## src/rtl/loader_pkg.sv

```systemverilog
// Shared types and constants for the instruction-memory boot loader.
// Holds the FSM state encoding, the error codes and a capacity helper.
package loader_pkg;

    typedef enum logic [2:0] {
        S_LEN0  = 3'd0,
        S_LEN1  = 3'd1,
        S_DATA  = 3'd2,
        S_CKSUM = 3'd3,
        S_DONE  = 3'd4,
        S_ERR   = 3'd5
    } loader_state_t;

    localparam logic [1:0] ERR_NONE     = 2'b00;
    localparam logic [1:0] ERR_OVERFLOW = 2'b01;
    localparam logic [1:0] ERR_CKSUM    = 2'b10;

    // Number of words that fit between BASE_ADDR and the top of memory.
    function automatic logic [31:0] word_capacity(input int addr_w, input int base_addr);
        return 32'((1 << addr_w) - base_addr);
    endfunction

endpackage

```

## src/rtl/byte_packer.sv

```systemverilog
// Collects four bytes (LSB first) into a 32-bit word and pulses word_valid
// for one cycle in the cycle after the fourth byte is taken.
module byte_packer (
    input  logic        clk,
    input  logic        srst,
    input  logic        byte_valid,
    input  logic [7:0]  byte_data,
    output logic [1:0]  byte_cnt,
    output logic        word_valid,
    output logic [31:0] word_data
);

    logic [1:0]  cnt_reg;
    logic        word_valid_reg;
    logic [31:0] word_data_reg;
    logic [23:0] lanes;

    // Lanes 0..2 park the first three bytes; lane 3 goes straight into the word.
    genvar gi;
    generate
        for (gi = 0; gi < 3; gi++) begin : g_lane
            logic [7:0] lane_reg;
            always_ff @(posedge clk) begin
                if (srst) begin
                    lane_reg <= 8'h00;
                end else if (byte_valid && (cnt_reg == 2'(gi))) begin
                    lane_reg <= byte_data;
                end
            end
            assign lanes[gi*8 +: 8] = lane_reg;
        end
    endgenerate

    always_ff @(posedge clk) begin
        if (srst) begin
            cnt_reg        <= 2'd0;
            word_valid_reg <= 1'b0;
            word_data_reg  <= 32'h0;
        end else begin
            word_valid_reg <= byte_valid && (cnt_reg == 2'd3);
            if (byte_valid) begin
                cnt_reg <= cnt_reg + 2'd1;
            end
            if (byte_valid && (cnt_reg == 2'd3)) begin
                word_data_reg <= {byte_data, lanes};
            end
        end
    end

    assign byte_cnt   = cnt_reg;
    assign word_valid = word_valid_reg;
    assign word_data  = word_data_reg;

endmodule

```

## src/rtl/imem_loader.sv

```systemverilog
// Boot loader: parses a length-prefixed, checksummed byte stream, writes the
// packed words into instruction memory and releases core reset on success.
module imem_loader
    import loader_pkg::*;
#(
    parameter int ADDR_W    = 10,
    parameter int BASE_ADDR = 0
) (
    input  logic              clk,
    input  logic              rst,
    input  logic              in_valid,
    input  logic [7:0]        in_data,
    output logic              in_ready,
    input  logic              restart,
    output logic              imem_we,
    output logic [ADDR_W-1:0] imem_addr,
    output logic [31:0]       imem_wdata,
    output logic              core_rst,
    output logic              done,
    output logic              err,
    output logic [1:0]        err_code,
    output logic [ADDR_W:0]   words_loaded
);

    localparam logic [31:0] CAPACITY = word_capacity(ADDR_W, BASE_ADDR);

    loader_state_t     state_reg, state_next;
    logic [7:0]        len_lo_reg, len_lo_next;
    logic [15:0]       len_reg, len_next;
    logic [7:0]        cksum_reg, cksum_next;
    logic [ADDR_W:0]   words_reg, words_next;
    logic [ADDR_W-1:0] addr_reg, addr_next;
    logic [1:0]        err_code_reg, err_code_next;

    logic              accept;
    logic [1:0]        byte_cnt;
    logic [15:0]       len_full;
    logic [ADDR_W:0]   words_inc;

    assign in_ready  = (state_reg == S_LEN0) || (state_reg == S_LEN1) ||
                       (state_reg == S_DATA) || (state_reg == S_CKSUM);
    assign accept    = in_valid && in_ready;
    assign len_full  = {in_data, len_lo_reg};
    assign words_inc = words_reg + 1'b1;

    byte_packer u_packer (
        .clk        (clk),
        .srst       (rst),
        .byte_valid (accept && (state_reg == S_DATA)),
        .byte_data  (in_data),
        .byte_cnt   (byte_cnt),
        .word_valid (imem_we),
        .word_data  (imem_wdata)
    );

    always_ff @(posedge clk) begin
        if (rst) begin
            state_reg    <= S_LEN0;
            len_lo_reg   <= 8'h00;
            len_reg      <= 16'h0000;
            cksum_reg    <= 8'h00;
            words_reg    <= '0;
            addr_reg     <= '0;
            err_code_reg <= ERR_NONE;
        end else begin
            state_reg    <= state_next;
            len_lo_reg   <= len_lo_next;
            len_reg      <= len_next;
            cksum_reg    <= cksum_next;
            words_reg    <= words_next;
            addr_reg     <= addr_next;
            err_code_reg <= err_code_next;
        end
    end

    always_comb begin
        state_next    = state_reg;
        len_lo_next   = len_lo_reg;
        len_next      = len_reg;
        cksum_next    = cksum_reg;
        words_next    = words_reg;
        addr_next     = addr_reg;
        err_code_next = err_code_reg;

        case (state_reg)
            S_LEN0: begin
                if (accept) begin
                    len_lo_next = in_data;
                    cksum_next  = cksum_reg + in_data;
                    state_next  = S_LEN1;
                end
            end
            S_LEN1: begin
                if (accept) begin
                    len_next   = len_full;
                    cksum_next = cksum_reg + in_data;
                    if (32'(len_full) > CAPACITY) begin
                        state_next    = S_ERR;
                        err_code_next = ERR_OVERFLOW;
                    end else if (len_full == 16'h0000) begin
                        state_next = S_CKSUM;
                    end else begin
                        state_next = S_DATA;
                    end
                end
            end
            S_DATA: begin
                if (accept) begin
                    cksum_next = cksum_reg + in_data;
                    // Address and count update together so they line up with imem_we.
                    if (byte_cnt == 2'd3) begin
                        words_next = words_inc;
                        addr_next  = ADDR_W'(BASE_ADDR) + words_reg[ADDR_W-1:0];
                        if (32'(words_inc) == 32'(len_reg)) begin
                            state_next = S_CKSUM;
                        end
                    end
                end
            end
            S_CKSUM: begin
                if (accept) begin
                    if (in_data == cksum_reg) begin
                        state_next = S_DONE;
                    end else begin
                        state_next    = S_ERR;
                        err_code_next = ERR_CKSUM;
                    end
                end
            end
            S_DONE, S_ERR: begin
                if (restart) begin
                    state_next    = S_LEN0;
                    len_lo_next   = 8'h00;
                    len_next      = 16'h0000;
                    cksum_next    = 8'h00;
                    words_next    = '0;
                    err_code_next = ERR_NONE;
                end
            end
            default: begin
                state_next = S_LEN0;
            end
        endcase
    end

    assign imem_addr    = addr_reg;
    assign done         = (state_reg == S_DONE);
    assign err          = (state_reg == S_ERR);
    assign core_rst     = (state_reg != S_DONE);
    assign err_code     = err_code_reg;
    assign words_loaded = words_reg;

endmodule

```

## config.mk

```make
export PLATFORM = sky130hd
export DESIGN_NAME = imem_loader
export DESIGN_NICKNAME = d
export VERILOG_FILES = /design/src/rtl/loader_pkg.sv /design/src/rtl/byte_packer.sv /design/src/rtl/imem_loader.sv
export SDC_FILE = /design/constraint.sdc
export NUM_CORES = 1
export LEC_CHECK = 0
export ABC_AREA = 1
export CELL_PAD_IN_SITES_DETAIL_PLACEMENT = 1
export CELL_PAD_IN_SITES_GLOBAL_PLACEMENT = 2
export CORE_MARGIN = 2
export CORE_UTILIZATION = 34
export CTS_BUF_LIST = sky130_fd_sc_hd__clkbuf_2
export DETAILED_ROUTE_END_ITERATION = 6
export PLACE_DENSITY_LB_ADDON = 0.1
export REMOVE_ABC_BUFFERS = 1
export SLEW_MARGIN = 20
export SYNTH_ARGS = -nofsm -noshare
export SYNTH_HDL_FRONTEND = slang
export SYNTH_HIERARCHICAL = 1
export SYNTH_SLANG_ARGS = --single-unit
```

## constraint.sdc

```tcl
create_clock -name clk -period 4.6 [get_ports clk]
set_input_delay 0.92 -clock clk [delete_from_list [all_inputs] [get_ports clk]]
set_output_delay 0.92 -clock clk [all_outputs]
set_load 0.02 [all_outputs]
```

==> qor.yml <==
clocking:
  cts_root_buf: "clkbuf_2"
  cts.repair.resized: 0
  hold_buffers: 0
  cts_made_buffers: 17
  clk_pin_slew_worst_paths_ns: 0.18
  htree_levels: 4
  cts_tree: "done"
  clkSinkCount: 117
  insertion_delay_ns: 0.67
  cts_setup_buffers: 0
  max-clock-path-buffers: 2
layout:
  final_cell_mix: "nand2_1, nor2_1, dfxtp_1"
  largest_reg_flops: 32
  finalCoreUtilization_pct: 40.4
  area_growth_pct: 17.0
  final_common_cell: "nand2_1"
  drive_gt1_share_pct: 7.51
  final_nets: 917
die:
  pin_count: 72
  fp-row-count: 47
  die_w_um: 133
  coreArea_mm2: 0.0165
  initial_utilization_pct: 34.5
  dieHeight_um: 133
  dieArea_mm2: 0.0178
synth:
  syn_area_mm2: 0.00568
  ys_seq_area_share_pct: 41.2
  ys_seq_elements: 117
  synth_edf_count: 0
  synth_warnings: 6
  synthCells: 834
  yosysUniqueCellTypes: 42
  syn_area_per_cell_um2: 6.82
  synth-main-ff-cell: "dfxtp_1"
  synth-async-reset-ratio_pct: 0
placed_design:
  dpl.hpwl_mm: 11.0
  port_buffers: 71
  gp_congestion: 0.779
global_routing:
  gr-total-overflow: 0
  grt_max_degree: 59
  grt_usage_pct: 17.9
  grt_pass1_wl_mm: 25.8
  grt_pass1_vias: 5397
  antenna_found_initial: 1
power_and_ir_drop:
  irDropWorstVdd_v: 0.000151
  p_leak_uw: 0.00306
  cellPowerDensity_mw_per_mm2: 431
sta:
  hold_violations: 0
  timing.final.crit_share_pct: 75.2
  finalClockSkew_ns: 0.0313
  max_slew_margin_pct: 34.5
  fmax_mhz: 289
  setup_viol: 0
  finalCriticalPeriod_ns: 3.46
  finalSetupTns_ns: 0
  tightest_slew_ns: 0.981
  rsz0062_at_grt: "false"
  drv_slew: 0
drt:
  vias: 5312
  antenna_left: 0
  routedWlPerCell_um: 13.9
  drc: 0
  drtIter0Drc: 208
  drt-vias-per-instance: 4.72
  drt-total-wl_mm: 15.6
  firstDrtPassIters: 4
worst_setup_path:
  crit_path_end: "err"
  crit_path_max_fanout: 13
  cp-start-kind: "flop"
  r2r_end: "imem_addr[0]$_SDFFE_PP0P_"
  critical_path_required_ns: 3.68
  worstRegToRegCells: 9
  critical_path_class: "flop to output pin"
  crit_path_start: "state_reg[2]$_SDFFE_PP0P_"
  arrival_ns: 2.54
  r2r_slack_ns: 2.07
  endpoint_kind: "output pin"
  timing.rr.start: "state_reg[2]$_SDFFE_PP0P_"
job:
  maxCapViolCount: 0
run_status:
  outcome: "complete, no violations"
worst_hold_path:
  min_path_type: "flop to flop"
[synthesized netlist by cell type, drive strengths merged, types with 2 or more instances]
| cell type | count | area share, % |
|---|---|---|
| nor3 | 3 | 0.26 |
| nand2 | 216 | 14 |
| nor4 | 3 | 0.33 |
| inv | 111 | 7.4 |
| xnor2 | 4 | 0.62 |
| a31oi | 3 | 0.33 |
| ha | 12 | 2.6 |
| nand3b | 3 | 0.40 |
| o21ai | 33 | 3.0 |
| a211oi | 6 | 1.3 |
| nor2 | 176 | 13 |
| clkbuf | 11 | 0.73 |
| a21oi | 52 | 5.0 |
| nand4 | 7 | 0.77 |
| nand3 | 40 | 4.4 |
| xor2 | 2 | 0.31 |
| o211ai | 2 | 0.26 |
| or2 | 3 | 0.33 |
| dfxtp | 117 | 41 |
| buf | 23 | 2.8 |
[stage by stage]
stage          std cells  power [uW]  hold WS [ns]  area (um^2)  setup WS, ns
2_1_floorplan        800        2030         0.435         5480          2.08
3_3_place_gp        1093        2330         0.451         6490          1.40
3_5_place_dp        1093        2370         0.469         6490          1.32
4_1_cts             1125        2920         0.490         6650          1.02
5_1_grt             1126        3110         0.516         6650         0.849
6_report            1126        2870         0.480         6650          1.14
[worst min-delay path by stage]
stage,slack [ns],end,depth (start not counted),startpoint
2_1_floorplan,0.43,len_reg[11]$_SDFFE_PP0P_,2,len_reg[11]$_SDFFE_PP0P_
3_3_place_gp,0.45,err_code[1]$_SDFFE_PP0P_,2,err_code[1]$_SDFFE_PP0P_
3_5_place_dp,0.47,cksum_reg[0]$_SDFFE_PP0P_,2,cksum_reg[0]$_SDFFE_PP0P_
4_1_cts,0.49,cksum_reg[0]$_SDFFE_PP0P_,2,cksum_reg[0]$_SDFFE_PP0P_
5_1_grt,0.52,cksum_reg[7]$_SDFFE_PP0P_,2,cksum_reg[7]$_SDFFE_PP0P_
6_report,0.48,err_code[1]$_SDFFE_PP0P_,2,err_code[1]$_SDFFE_PP0P_
[worst max-delay path, cell delays in order, from the launching register on]
cell and delay (ns):
dfxtp_1 0.43, inv_2 0.15, nor2_4 0.42, inv_2 0.14
nor2_1 0.12, clkdlybuf4s50_1 0.61
[logic make-up after synthesis]
logic type	Yosys count	synth area share, %
buffers and inverters	145	10.9
XOR/XNOR	6	0.924
adder cells (fa/ha/maj)	13	2.99
flip-flops	117	41.2
AND/OR/NAND/NOR	451	33.3
AO/OA/AOI/OAI	102	10.7
[final cells by class]
type                    count  area [um^2]
well taps                 220          275
repair buffers             73          726
clock inverters            13         67.6
clock buffers              19         95.1
inverters                 111          419
multi-input cells         572         2730
fillers                  2116         9810
diodes                      1         2.50
flip-flops and latches    117         2340
[per-layer routing]
| metal | GRT usage (%) | vias to the layer above | routed length [um] |
|---|---|---|---|
| met4 | 4.96 | 0 | 154 |
| li1 | - | 2705 | - |
| met5 | 0 | - | 0 |
| met3 | 3.88 | 12 | 485 |
| met2 | 30.9 | 67 | 7550 |
| met1 | 22.7 | 2528 | 7410 |
[report_power, final]
part / switching [uW] / internal (uW)
clock network: 399 / 129
logic: 655 / 368
registers: 122 / 1200
total: 1180 / 1690
(Power assumes the default switching activity.)
